[src/rtl/control_unit_fsm.sv]
// Multicycle control sequencer: fetch/decode/execute/memory/writeback with per-lane vector iteration.
// Optional build macro CU_ILLEGAL_TRAP_EN: illegal opcodes lock into a TRAP state until reset.
//
// state   | meaning
// FETCH   | read instruction at PC, PC+4 on ready
// DECODE  | PC+8 precompute, dispatch on Opcode/CondEx
// EXEC    | ALU operation, reg or immediate operand B
// ALUWB   | write ALU result to Rd (or PC when Rd=15)
// MEMADR  | address = base + offset
// MEMRD   | memory read, wait for ready
// MEMWB   | write load data to Rd (or PC)
// MEMWR   | memory write, wait for ready
// BRANCH  | PC <= PC+8 + branch offset
// TRAP    | illegal opcode lock (macro build only)
module control_unit_fsm #(
  parameter int LANES  = 4,
  parameter int LANE_W = 2
) (
  input  logic              clk,
  input  logic              rst_n,
  input  logic [2:0]        Opcode,
  input  logic              V,
  input  logic [2:0]        Funct,
  input  logic [3:0]        Rd,
  input  logic              CondEx,
  input  logic              mem_ready,
  output logic              mem_req,
  output logic              MemW,
  output logic              AdrSrc,
  output logic              IRWrite,
  output logic              PCWrite,
  output logic              RegW,
  output logic              ALUSrcA,
  output logic [1:0]        ALUSrcB,
  output logic [1:0]        ImmSrc,
  output logic [1:0]        ResultSrc,
  output logic              alu_op,
  output logic [LANE_W-1:0] lane,
  output logic              busy,
  output logic              trap
);

  typedef enum logic [3:0] {
    S_FETCH, S_DECODE, S_EXEC, S_ALUWB, S_MEMADR,
    S_MEMRD, S_MEMWB, S_MEMWR, S_BRANCH, S_TRAP
  } state_t;

  state_t            state_q, state_d;
  logic [LANE_W-1:0] lane_q, lane_d;
  logic              last_lane;
  logic              rd_is_pc;
  logic              trap_c;
  logic              unused_funct;

  // Only Funct[0] steers the sequencer; the upper bits go straight to the ALU decoder.
  assign unused_funct = ^Funct[2:1];
  assign last_lane    = !V || (lane_q == LANE_W'(LANES - 1));
  assign rd_is_pc     = (Rd == 4'd15);

  always_ff @(posedge clk or negedge rst_n) begin
    if (!rst_n) begin
      state_q <= S_FETCH;
      lane_q  <= '0;
    end else begin
      state_q <= state_d;
      lane_q  <= lane_d;
    end
  end

  always_comb begin
    state_d   = state_q;
    lane_d    = lane_q;
    mem_req   = 1'b0;
    MemW      = 1'b0;
    AdrSrc    = 1'b0;
    IRWrite   = 1'b0;
    PCWrite   = 1'b0;
    RegW      = 1'b0;
    ALUSrcA   = 1'b0;
    ALUSrcB   = 2'b00;
    ImmSrc    = 2'b00;
    ResultSrc = 2'b00;
    alu_op    = 1'b0;
    busy      = (state_q != S_FETCH) && (state_q != S_TRAP);
    trap_c    = 1'b0;

    case (state_q)
      S_FETCH: begin
        mem_req = 1'b1;
        if (mem_ready) begin
          IRWrite   = 1'b1;
          PCWrite   = 1'b1;
          ALUSrcA   = 1'b1;
          ALUSrcB   = 2'b10;
          ResultSrc = 2'b10;
          state_d   = S_DECODE;
        end
      end
      S_DECODE: begin
        ALUSrcA = 1'b1;
        ALUSrcB = 2'b10;
        if (!CondEx) begin
          state_d = S_FETCH;
        end else begin
          case (Opcode)
            3'b000, 3'b001: state_d = S_EXEC;
            3'b010:         state_d = S_MEMADR;
            3'b011:         state_d = S_BRANCH;
`ifdef CU_ILLEGAL_TRAP_EN
            default:        state_d = S_TRAP;
`else
            default:        state_d = S_FETCH;
`endif
          endcase
        end
      end
      S_EXEC: begin
        alu_op = 1'b1;
        if (Opcode == 3'b001) ALUSrcB = 2'b01;
        state_d = S_ALUWB;
      end
      S_ALUWB: begin
        PCWrite = rd_is_pc;
        RegW    = !rd_is_pc;
        if (last_lane) begin
          lane_d  = '0;
          state_d = S_FETCH;
        end else begin
          lane_d  = lane_q + LANE_W'(1);
          state_d = S_EXEC;
        end
      end
      S_MEMADR: begin
        ALUSrcB = 2'b01;
        ImmSrc  = 2'b01;
        state_d = Funct[0] ? S_MEMRD : S_MEMWR;
      end
      S_MEMRD: begin
        mem_req = 1'b1;
        AdrSrc  = 1'b1;
        if (mem_ready) state_d = S_MEMWB;
      end
      S_MEMWB: begin
        ResultSrc = 2'b01;
        PCWrite   = rd_is_pc;
        RegW      = !rd_is_pc;
        if (last_lane) begin
          lane_d  = '0;
          state_d = S_FETCH;
        end else begin
          lane_d  = lane_q + LANE_W'(1);
          state_d = S_MEMADR;
        end
      end
      S_MEMWR: begin
        mem_req = 1'b1;
        MemW    = 1'b1;
        AdrSrc  = 1'b1;
        if (mem_ready) begin
          if (last_lane) begin
            lane_d  = '0;
            state_d = S_FETCH;
          end else begin
            lane_d  = lane_q + LANE_W'(1);
            state_d = S_MEMADR;
          end
        end
      end
      S_BRANCH: begin
        ImmSrc    = 2'b10;
        ALUSrcB   = 2'b01;
        ResultSrc = 2'b10;
        PCWrite   = 1'b1;
        lane_d    = '0;
        state_d   = S_FETCH;
      end
      S_TRAP: begin
        trap_c = 1'b1;
      end
      default: begin
        lane_d  = '0;
        state_d = S_FETCH;
      end
    endcase

    // Reset forces every output low even though FETCH would otherwise request memory.
    if (!rst_n) begin
      mem_req   = 1'b0;
      MemW      = 1'b0;
      AdrSrc    = 1'b0;
      IRWrite   = 1'b0;
      PCWrite   = 1'b0;
      RegW      = 1'b0;
      ALUSrcA   = 1'b0;
      ALUSrcB   = 2'b00;
      ImmSrc    = 2'b00;
      ResultSrc = 2'b00;
      alu_op    = 1'b0;
      busy      = 1'b0;
      trap_c    = 1'b0;
    end
  end

  assign lane = lane_q;

`ifdef CU_ILLEGAL_TRAP_EN
  assign trap = trap_c;
`else
  logic unused_trap_c;
  assign unused_trap_c = trap_c;
  assign trap          = 1'b0;
`endif

endmodule
[config.mk]
export PLATFORM = sky130hd
export DESIGN_NAME = control_unit_fsm
export DESIGN_NICKNAME = d
export VERILOG_FILES = /design/src/rtl/control_unit_fsm.sv
export SDC_FILE = /design/constraint.sdc
export NUM_CORES = 1
export LEC_CHECK = 0
export CORE_ASPECT_RATIO = 0.9
export CORE_MARGIN = 10
export CORE_UTILIZATION = 42
export CTS_CLUSTER_SIZE = 24
export DETAILED_ROUTE_END_ITERATION = 6
export PLACE_DENSITY = 0.83
export SLEW_MARGIN = 25
export SYNTH_ARGS = -nofsm -noshare
export SYNTH_HDL_FRONTEND = slang
export SYNTH_SLANG_ARGS = --single-unit
[constraint.sdc]
create_clock -name clk -period 3.65 [get_ports clk]
set_input_delay 0.73 -clock clk [delete_from_list [all_inputs] [get_ports clk]]
set_output_delay 0.73 -clock clk [all_outputs]
set_load 0.02 [all_outputs]
After elaboration in Yosys (flattened, before gate mapping)
Cells that the tools add are included.
{"block": "totals", "reg_bits": 6, "input_bits": 15, "output_inout_bits": 18, "elab_cells": 76}
{"block": "classes", "addsub": 1, "n_eq_ne": 18, "muxes": 38, "bitwise": 2, "n_reduce_logical": 15}
{"cell": "one-hot mux 4 bit (9 select lines)", "count": 1}
{"cell": "2-to-1 mux 1 bit", "count": 17}
{"cell": "equality test 4 x 3 -> 1 bit, second input constant", "count": 4}
{"cell": "2-to-1 mux 2 bit", "count": 8}
{"cell": "2-to-1 mux 4 bit", "count": 4}
{"cell": "equality test 4 bit, second input constant", "count": 3}
{"cell": "one-hot mux 2 bit (3 select lines)", "count": 2}
{"cell": "one-hot mux 4 bit (3 select lines)", "count": 1}
{"cell": "equality test 4 x 2 -> 1 bit, second input constant", "count": 2}
{"cell": "one-hot mux 2 bit (4 select lines)", "count": 1}
{"cell": "OR reduction 2 bit", "count": 4}
{"cell": "equality test 3 x 2 -> 1 bit, second input constant", "count": 2}
{"cell": "!= test 2 bit, second input constant", "count": 3}
{"cell": "OR reduction 6 bit", "count": 1}
{"cell": "equality test 4 x 1 -> 1 bit, second input constant", "count": 1}
{"cell": "zero test 4 bit", "count": 1}
{"cell": "!= test 4 bit, second input constant", "count": 1}
{"cell": "one-hot mux 2 bit (2 select lines)", "count": 1}
{"cell": "AND reduction 4 bit", "count": 1}
{"cell": "nonzero test 4 bit", "count": 1}
{"cell": "equality test 3 x 1 -> 1 bit, second input constant", "count": 1}
{"cell": "zero test 3 bit", "count": 1}
{"cell": "2-to-1 mux 3 bit", "count": 1}
{"cell": "one-hot mux 1 bit (3 select lines)", "count": 1}
{"cell": "other kinds (9)", "count": 11}

Depth between registers and ports, before layout
Gate-level depths: netlist (run 1).
{"block": "depth", "depth_word": 5, "depth_mapped": 6, "mapped_depth_nobuf": 5}

Worst setup path before layout (run 1)
Ideal clock, no wire load.
{"block": "synth_path", "path_kind": "input to output", "from": "in rst_n", "to": "out IRWrite", "t_arrival_ps": 1526, "required_time_ps": 2920, "slack_ps": 1394, "stages": 3, "n_path_buf": 0, "path_cell_list": "nor2b_1 nand2_1 nor3b_1"}
{"block": "synth_between", "elab_chain_cells": 1}
{"item": "start: declaration", "line_no": "20", "source": "input logic rst_n,"}
{"item": "2-to-1 mux 1 bit", "line_no": "187", "source": "if (!rst_n) begin"}
{"item": "end: declaration", "line_no": "30", "source": "output logic IRWrite,"}
Every way passes these cells.

Final worst setup path (run 1)
{"block": "layout_path", "from": "in Opcode[0]", "to": "out ALUSrcB[0]"}
{"block": "layout_between", "elab_chain_cells": 4}
{"item": "start: declaration", "line_no": "21", "source": "input logic [2:0] Opcode,"}
{"item": "equality test 3 x 1 -> 1 bit", "line_no": "119", "source": "if (Opcode == 3'b001) ALUSrcB = 2'b01;"}
{"item": "2-to-1 mux 1 bit", "line_no": "119"}
{"item": "one-hot mux 2 bit (4 select lines)", "line_no": "87", "source": "case (state_q)"}
{"item": "2-to-1 mux 2 bit", "line_no": "187"}
{"item": "end: declaration", "line_no": "34", "source": "output logic [1:0] ALUSrcB,"}
Every way passes these cells.

==> summary.txt, run 1 <==
Yosys
  – Cell taking the most area after synthesis: dfrtp_1
  – Synth warn: 0
  – Sequential area share after synthesis: 0.228
  – Net Count, Synth: 107
  – Largest family of logic cells by synthesized area: simple AND/OR/NAND/NOR gates
  – Synthesized area per cell: 7.23 sq um
  – Mux cell area share after synthesis: 0.0342
  – Synth Cell Area: 658 sq um
  – XOR/XNOR Fraction of Synth Area: 0.0266
  – Adder-Cell Fraction of Synth Area: 0.0190
  – Library cells used by synthesis: 33
  – Area share of the largest cell type after synthesis: 0.228
  – Compound-Gate Fraction of Synth Area: 0.209
  – Simple-gate portion of the synthesized area: 0.384
  – Ys flop type: dfrtp_1
  – Number of synthesized register bits: 6
  – Synth cell count leaders: nor2_1 (15), buf_2 (7), nand2_1 (7)
  – Most frequent cell after synthesis: nor2_1
  – Mapped Cells: 91
  – Largest cells by area after synthesis: dfrtp_1 (23%), nor2_1 (8.6%), buf_2 (5.3%)
  – Post-synth EDFFs: 0
  – Ys async rst share: 1.00

GRT
  – Total GRT Usage: 0.120
  – First-pass GRT wire length: 3250 microns
  – Vias in the first global route: 722
  – Largest net degree at the start of global routing: 18
  – GR Overflow Total: 0
  – Antenna violations before repair: 0

Worst setup path
  – Element type at the critical path end: primary output
  – CP required: 2.92 ns
  – WS Path Type: in -> out
  – Worst Path Max Fanout: 2
  – Worst setup SP type: input port
  – FF-to-FF setup slack: 2.00 ns
  – Worst path arrival time: 2.44 ns

Clock network
  – Hold buffers post-CTS: 0
  – CTS buffer count: 3
  – Root Driver: clkbuf_4
  – PostCTS Resize Cnt: 0
  – Htree depth: 1
  – TritonCTS clock tree: done
  – Clock sinks: 6
  – Reg clk slew, reported paths: 0.05 ns
  – Post-CTS Setup Inserts: 0
  – Clock insertion delay at the later pin of the skew report: 0.25 ns
  – CTS max path bufs: 2

STA
  – Setup TNS Final: 0 ns
  – Period utilization: 0.868
  – Worst slew pin tran: 0.595 ns
  – RSZ-0062 raised after global routing: false
  – Highest Clock Rate: 316 MHz
  – Max-slew headroom: 0.603
  – Final min period: 3.17 ns
  – Final Hold Vio Count: 0
  – Worst clock skew: 0.000187 ns
  – Final number of setup-violating endpoints: 0
  – Worst hold slack: 0.541 ns
  – Slew Limit Fails: 0
  – Final worst slack: 0.483 ns

Placed design
  – Count of input and output buffers: 29
  – HPWL after detailed placement: 1530 microns
  – Pre-CTS setup slack: 0.488 ns
  – Routability Congestion: 0.776

Floorplan
  – Die ar.: 3550 sq um
  – Die H: 57.6 microns
  – I/O pin count: 33
  – Core area: 1460 sq um
  – Die width: 61.7 microns
  – Row cnt: 13
  – Starting Density: 0.450

Route
  – Met2 wire length: 1010 microns
  – M1 WL: 712 microns
  – Post-route ant nets: 0
  – DR DRC count: 0
  – Met3 wire len: 208 microns
  – Vias per cell: 5.74
  – Highest layer used for signal routing: met4
  – Number of DRC markers in iteration 0: 25
  – Routed via count: 752
  – Wire per inst: 15.1 microns
  – Post-Route WL: 1970 microns
  – First-pass detailed-route iteration total: 4

Final layout
  – Finished Core Util: 0.652
  – Diode count: 0
  – Reg area: 150 sq um
  – Nets: 134
  – Fraction of layout cells with a size suffix above 1: 0.0776
  – Fillers: 139
  – Multi-input gate area: 447 sq um
  – Layout area overhead: 45.1%

Status
  – Outcome: finished, final reports clean

Pwr
  – Leakage power: 0.390 nW
  – Pwr/cell area: 460 nW/um^2
  – Max VDD drop: 0.000332 V

Run
  – Max-Cap Viols: 0

Worst hold path
  – Hold Crit Class: reg -> reg
[cells in the final DEF (no fill, tap or decap), types with 3 or more instances in the layout]
| cell type | instances |
|---|---|
| and3_1 | 3 |
| nor3_1 | 3 |
| clkbuf_4 | 3 |
| nand2_1 | 7 |
| o21ai_0 | 4 |
| nand3_1 | 5 |
| dfrtp_1 | 6 |
| inv_1 | 4 |
| nand2b_1 | 3 |
| a21oi_1 | 3 |
| nor2b_1 | 5 |
| nor2_1 | 15 |
| clkdlybuf4s50_1 | 29 |
[area by class of cell]
type	count	share of cell area
clock buffers	3	0.0236
flip-flops and latches	6	0.157
well taps	15	0.0197
inverters	5	0.0197
multi-input cells	72	0.468
repair buffers	30	0.312
[cells by family (layout without fill, tap and decap cells)]
logic type	after synthesis	in the layout
AOI/OAI and AO/OA	18	18
xor gates and xnor gates	2	2
adders and majority gates	1	1
buffers and inverters	13	38
DFF	6	6
muxes	2	2
other	1	1
and+or+nand+nor	48	48
[critical path: stages]
cell	delay, ns
clkdlybuf4s50_1	0.48
inv_1	0.07
o41ai_1	0.36
and3_1	0.20
clkdlybuf4s50_1	0.60
[registers in the layout (all words and copies together), names as in the netlist]
signal   flops
state_q      4
lane         2
[power by group]
part,switching [mW],total [mW],internal [mW]
registers,0.0497,0.128,0.0785
logic,0.128,0.246,0.119
clock network,0.0276,0.0650,0.0374
total,0.205,0.439,0.235
[worst paths after layout]
path,startpoint,endpoint,depth (start not counted)
max reg2reg,state_q[3],lane[1],4
min reg2reg,lane[1],lane[1],1
min,lane[1],lane[1],1
max in group asynchronous,rst_n,lane[1],2
min in group asynchronous,rst_n,state_q[3],2
max,Opcode[0],ALUSrcB[0],5
[through the flow]
stage	power (mW)	instances	area [sq um]
after CTS	0.444	131	955
after global routing	0.475	131	955
final	0.439	131	955
after floorplan	0.287	91	658
after detailed placement	0.377	128	932
after global placement	0.370	128	932
[per-layer routing]
layer / track usage / vias up
li1: - / 365
met1: 0.127 / 344
met2: 0.199 / 36
met3: 0.0597 / 7
met4: 0.0414 / 0
met5: 0 / -
No activity file was read; power rests on OpenSTA's default activity.
==> run 2, diff against run 1 <==
Clock period 3.65 ns to 4.1 ns, I/O delays scaled along.
==> summary.txt, run 2 (synthesis gave the netlist of run 1 again) <==
GRT
  – Antenna violations before repair: 0
  – Total GRT Usage: 0.119
  – Largest net degree at the start of global routing: 18
  – First-pass GRT wire length: 3330 microns
  – Vias in the first global route: 760
  – GR Overflow Total: 0

Route
  – Routed via count: 751
  – Wire per inst: 14.6 microns
  – Post-Route WL: 1910 microns
  – First-pass detailed-route iteration total: 5
  – DR DRC count: 0
  – Vias per cell: 5.73
  – Number of DRC markers in iteration 0: 19
  – Post-route ant nets: 0

Clock network
  – PostCTS Resize Cnt: 0
  – TritonCTS clock tree: done
  – Htree depth: 1
  – Post-CTS Setup Inserts: 0
  – Clock sinks: 6
  – CTS buffer count: 3
  – Root Driver: clkbuf_4
  – CTS max path bufs: 2
  – Reg clk slew, reported paths: 0.05 ns
  – Hold buffers post-CTS: 0
  – Clock insertion delay at the later pin of the skew report: 0.25 ns

Placed design
  – HPWL after detailed placement: 1510 microns
  – Routability Congestion: 0.810
  – Pre-CTS setup slack: 0.597 ns
  – Count of input and output buffers: 29

Final layout
  – Max reg flops: 4
  – Commonest non-fill, non-tap cell in the layout: clkdlybuf4s50_1
  – Most frequent cells in the layout: clkdlybuf4s50_1 (29), nor2_1 (15), nand2_1 (7)
  – Layout area overhead: 45.1%
  – Fillers: 134
  – Diode count: 0
  – Fraction of layout cells with a size suffix above 1: 0.0776
  – Nets: 134
  – Finished Core Util: 0.652
  – Largest Register: state_q

STA
  – Highest Clock Rate: 284 MHz
  – Period utilization: 0.860
  – Final worst slack: 0.576 ns
  – Final min period: 3.52 ns
  – Slew Limit Fails: 0
  – Worst hold slack: 0.524 ns
  – RSZ-0062 raised after global routing: false
  – Final Hold Vio Count: 0
  – Final number of setup-violating endpoints: 0
  – Worst clock skew: 0.00386 ns
  – Setup TNS Final: 0 ns
  – Max-slew headroom: 0.610
  – Worst slew pin tran: 0.584 ns

Floorplan
  – Row cnt: 13
  – Die H: 57.6 microns
  – Core area: 1460 sq um
  – Die width: 61.7 microns
  – Die ar.: 3550 sq um
  – Starting Density: 0.450
  – I/O pin count: 33

Worst setup path
  – WS Path Type: in -> out
  – Worst Path Max Fanout: 10
  – Worst path cell trace: clkdlybuf4s50_1 -> buf_4 -> nor2b_1 -> nand2_1 -> nor3b_1 -> clkdlybuf4s50_1
  – Critical path's largest stage delay: 0.63 ns
  – Worst setup SP type: input port
  – Element type at the critical path end: primary output
  – Crit-path most repeated cell: clkdlybuf4s50_1
  – Worst path arrival time: 2.70 ns
  – CP required: 3.28 ns
  – Slowest-stage cell, CP: clkdlybuf4s50_1

Pwr
  – Max VDD drop: 0.000284 V
  – Leakage power: 0.390 nW
  – Final Power: 390 uW
  – Pwr/cell area: 409 nW/um^2

Worst hold path
  – Hold Crit Class: reg -> reg

Status
  – Outcome: finished, final reports clean

Run
  – Max-Cap Viols: 0
run 2: worst max-delay path, delay by kind of cell:
kind / cells / cell delay [ns]
AND/OR/NAND/NOR: 3 / 0.58
buffers and inverters: 3 / 1.29
run 2: final timing paths:
path                              end  slack, ns  cells after the start        from
hold reg to reg               lane[1]       0.52                      1     lane[1]
setup / recovery              IRWrite       0.58                      6       rst_n
setup reg to reg              lane[0]       2.45                      4  state_q[3]
max in group asynchronous  state_q[2]       3.07                      2       rst_n
hold / removal                lane[1]       0.52                      1     lane[1]
min in group asynchronous  state_q[3]       0.73                      1       rst_n
run 2: layout make-up:
type / count / area [sq um] / area share
inverter: 5 / 18.8 / 0.0197
sequential: 6 / 150 / 0.157
tap: 15 / 18.8 / 0.0197
timing repair buffer: 30 / 298 / 0.312
multi-input combinational: 72 / 447 / 0.468
clock buffer: 3 / 22.5 / 0.0236
run 2: layer usage:
metal / global-route usage / up-vias / routed length, microns
met5: 0 / - / 0
met4: 0.0318 / 0 / 12
met3: 0.0553 / 2 / 188
met2: 0.202 / 27 / 991
met1: 0.127 / 356 / 721
li1: - / 366 / -
run 2: power by group:
| part | switching (mW) | total, mW | internal (mW) |
|---|---|---|---|
| combinational | 0.114 | 0.220 | 0.106 |
| sequential | 0.0444 | 0.114 | 0.0699 |
| clock | 0.0230 | 0.0563 | 0.0332 |
| total | 0.182 | 0.390 | 0.209 |
run 2: through the flow:
step	cell area [sq um]	cells
finish	955	131
global route	955	131
CTS	955	131
detailed placement	932	128
global placement	932	128
floorplan	658	91
==> run 3, diff against run 2 <==
Settings changed: TNS_END_PERCENT from default to 1.
==> results of run 3 <==
Final layout, timing and power as in run 2 (identical DEF).
==> patch 1 (settings of run 1) <==
Change the parameter `LANE_W` from 2 to 4.
--- a/src/rtl/control_unit_fsm.sv
+++ b/src/rtl/control_unit_fsm.sv
@@ -14,7 +14,7 @@
 // TRAP    | illegal opcode lock (macro build only)
 module control_unit_fsm #(
   parameter int LANES  = 4,
-  parameter int LANE_W = 2
+  parameter int LANE_W = 4
 ) (
   input  logic              clk,
   input  logic              rst_n,
Ports: changed (resized lane); port bits go from 33 to 35. No check against the original RTL was run, so the function may have changed too.
==> patch 1 against run 1 <==
  * Clock skew rose by 0.0018 ns
  * Critical endpoint is now alu_op
  * Cell count rose by 17%
  * Via count grew 16%
  * Synthesized area grew 15%
  * Final area is 13% higher
  * Die area up 10%
  * Setup slack worse by 0.10 ns
  * Wire length up 13%
  * Sequential share of layout area increased by 2.8 points
  * Sequential cell count is 2 higher
  * Power rose by 41%
==> patch 1: results (changes against run 1) <==
* Status: complete, no violations
* XOR/XNOR Fraction of Synth Area at 0.0231 (-0.00351)
* Hold WS at 0.579 ns (+0.0381 ns)
* VDD IR max at 0.292 mV (-12%)
* Synth top cells by count: nor2_1, nand2_1, dfrtp_1, nor3_1
* Slew headroom at 0.606 (+0.00346)
* Synth top area cells: dfrtp_1, nor2_1, nor3_1, nand2_1, nor2b_1
* Count of multi-input gates at 82 (+14%)
* CTS resizes at 0 (unchanged)
* RR Endpoint: lane[3]
* Seq/total area at 0.185 (+0.0279)
* Post-Synth Adder-Cell Area at 0.0165 (-0.00251)
* Mux share of post-synthesis cell area at 0.0149 (-0.0194)
* Clock Skew at 0.00197 ns (+0.00179 ns)
* Register area share after synthesis at 0.264 (+0.0359)
* Signal buffers at 32 (+6.7%)
* Nonclk inv count at 4 (-1)
* Static Leak at 0.000424 uW (+9.0%)
* Final Instance Count excl. Fillers at 153 (+17%)
* CP peak stage delay at 0.66 ns (+0.06 ns)
* H-tree depth at 1 (unchanged)
* PortBufs at 31 (+6.9%)
* Num Clock Sinks at 8 (+2)
* Max Cap Viol at 0 (unchanged)
* Overall routing resource usage at 0.113 (-0.00702)
* DP Area at 1060 um2 (+14%)
* CP Data Arrival Time at 2.54 ns (+0.10 ns)
* Die ar. at 3910 um2 (+10%)
* Compound-Gate Fraction of Synth Area at 0.198 (-0.0111)
* Fillers at 155 (+12%)
* Count of cell types in the netlist at 40 (+21%)
* Worst Path Max Fanout at 9 (+7)
* Worst skew pair latency at 0.25 ns (about the same)
* Routed len/inst at 14.6 um (-3.1%)
* Net Count, Synth at 119 (+11%)
* First-pass GRT wire length at 3600 um (+11%)
* Initial DRC count at 54 (+120%)
* Pre-CTS setup slack at 0.367 ns (-0.121 ns)
* Largest net degree at the start of global routing at 23 (+5)
* Avg Synthesized Cell Area at 7.36 um2 (+1.8%)
* Clock network area share at 0.0208 (-0.00276)
* Vias in the first global route at 749 (+3.7%)
* Post-DP HPWL at 1840 um (+20%)
* R2R Setup Slk at 1.65 ns (-0.35 ns)
* Worst Hold Class: flop to flop
==> patch 1: worst max-delay path: cells and delay by family <==
family	cells	cell delay, ns
buffers and inverters	2	1.30
and+or+nand+nor	3	0.52
==> patch 1: routing by layer <==
metal / global-route usage / vias to the layer above / routed length, um
met1: 0.130 / 410 / 856
li1: - / 422 / -
met2: 0.201 / 38 / 1160
met4: 0.00915 / 0 / 0
met3: 0.0449 / 0 / 220
met5: 0 / - / 0
==> patch 1: report_power, final <==
group	total (uW)	internal [uW]	switching [uW]	leakage, uW
logic	357	175	183	0.000304
registers	195	109	85.7	0.000107
clock network	66.6	37.6	29.0	0.0000138
==> patch 1: how the worst max path moves through the flow <==
stage | startpoint | endpoint | slack, ns
5_1_grt | rst_n | alu_op | 0.21
2_1_floorplan | mem_ready | ALUSrcA | 1.28
3_5_place_dp | rst_n | alu_op | 0.37
6_report | rst_n | alu_op | 0.38
4_1_cts | rst_n | alu_op | 0.36
3_3_place_gp | rst_n | alu_op | 0.40
==> patch 2 (config.mk and constraints of run 1) <==
Without the edit above. The 10 states of `state_t` get a Gray code encoding in 4 bits.
--- a/src/rtl/control_unit_fsm.sv
+++ b/src/rtl/control_unit_fsm.sv
@@ -41,8 +41,8 @@
 );
 
   typedef enum logic [3:0] {
-    S_FETCH, S_DECODE, S_EXEC, S_ALUWB, S_MEMADR,
-    S_MEMRD, S_MEMWB, S_MEMWR, S_BRANCH, S_TRAP
+    S_FETCH = 4'b0000, S_DECODE = 4'b0001, S_EXEC = 4'b0011, S_ALUWB = 4'b0010, S_MEMADR = 4'b0110,
+    S_MEMRD = 4'b0111, S_MEMWB = 4'b0101, S_MEMWR = 4'b0100, S_BRANCH = 4'b1100, S_TRAP = 4'b1101
   } state_t;
 
   state_t            state_q, state_d;
Behaviour: same outputs for any inputs over 10 cycles, from zero or initial values and one cycle with rst_n low; not proved beyond that.
==> patch 2 against run 1 <==
  * Final area is 7.5% higher
  * Power is 34% higher
  * Synthesized cell count increased by 2.2%
  * Wire length fell by 0.56%
  * Hold slack better by 0.029 ns
  * Setup slack got worse by 0.11 ns
  * Sequential cell count unchanged
  * Largest power group unchanged
  * Synthesized area up 11%
  * Critical path depth did not move
  * Register-to-register slack worse by 0.03 ns
==> patch 2: results (changes against run 1) <==
* Synth top cells by count: nand2_1, nor2_1, dfrtp_1
* Hold_sp: lane[0]
* DP Area at 1000 um2 (+7.7%)
* Dpl cells at 140 (+9.4%)
* Setup crit end: AdrSrc
* Net Count, Synth at 109 (+1.9%)
* Worst reg2reg path startpoint: state_q[1]
* Post-layout min period at 3.28 ns (+0.113 ns)
* Post-DP HPWL at 1620 um (+5.5%)
* Final Instance Count excl. Fillers at 143 (+9.2%)
* Clock Skew at 0.00398 ns (+0.00379 ns)
* Main synth FF type: dfrtp_1
* Top-count cell post-synth: nand2_1
* RR Endpoint: lane[0]
* Vias in the first global route at 663 (-8.2%)
* Mapped Cells at 93 (+2.2%)
* Hold WS at 0.570 ns (+0.0292 ns)
* R2R Setup Slk at 1.97 ns (-0.03 ns)
* First-pass GRT wire length at 3130 um (-3.6%)
* Worst Path Max Fanout at 5 (+3)
* Largest net degree at the start of global routing at 22 (+4)
* Overall routing resource usage at 0.100 (-0.0200)
* Pre-CTS setup slack at 0.363 ns (-0.125 ns)
* Slew headroom at 0.632 (+0.0291)
* Synth top area cells: dfrtp_1, nand2_1, nor2_1, a21oi_1, nand4b_4
* NumNets Final at 137 (+2.2%)
* Sink of the worst hold path: lane[0]
* Static Leak at 0.000440 uW (+13%)
* VDD IR max at 0.306 mV (-7.8%)
* Gpl congestion at 0.839 (+8.1%)
* Initial DRC count at 16 (-36%)
* Status: complete, no violations
* Via-per-instance ratio at 5.24 (-8.8%)
* Count of cell types in the netlist at 47 (+42%)
* Slowest CP cell: clkdlybuf4s50_1
* Final WL at 1960 um (-0.56%)
* CP peak stage delay at 0.64 ns (+0.04 ns)
* Ratio of cells with drive above 1 in the final layout at 0.160 (+0.0821)
==> patch 2: cell count changes after synthesis, sizes merged, moves of 3 or more <==
cell,delta
and2b,+3
nand2,+4
o211ai,+4
nand3,-4
nor2,-6
==> patch 2: report_power, final <==
part           leakage (uW)  switching [uW]  internal [uW]
clock network     0.0000138            21.4           37.0
registers         0.0000798            67.9           87.7
logic              0.000346             184            191
total              0.000440             273            315
==> patch 2: area by class of cell <==
type | instances | area, um2
fill | 156 | 638
multi-input combinational | 76 | 510
timing repair buffer | 30 | 298
sequential | 6 | 150
tap | 24 | 30.0
clock buffer | 3 | 22.5
inverter | 4 | 15.0
==> patch 2: layer usage <==
layer | share of wire | global-route usage
met1 | 0.43 | 0.122
met2 | 0.49 | 0.163
met3 | 0.076 | 0.0340
met4 | 0.0071 | 0.0280
met5 | 0 | 0
==> patch 2: kinds of logic after synthesis <==
group	synth area share
simple gates	0.389
flops	0.206
other cells	0.00514
compound gates	0.261
xor+xnor	0.0120
mux	0.0154
buf+inv	0.0943
fa+ha+maj	0.0171
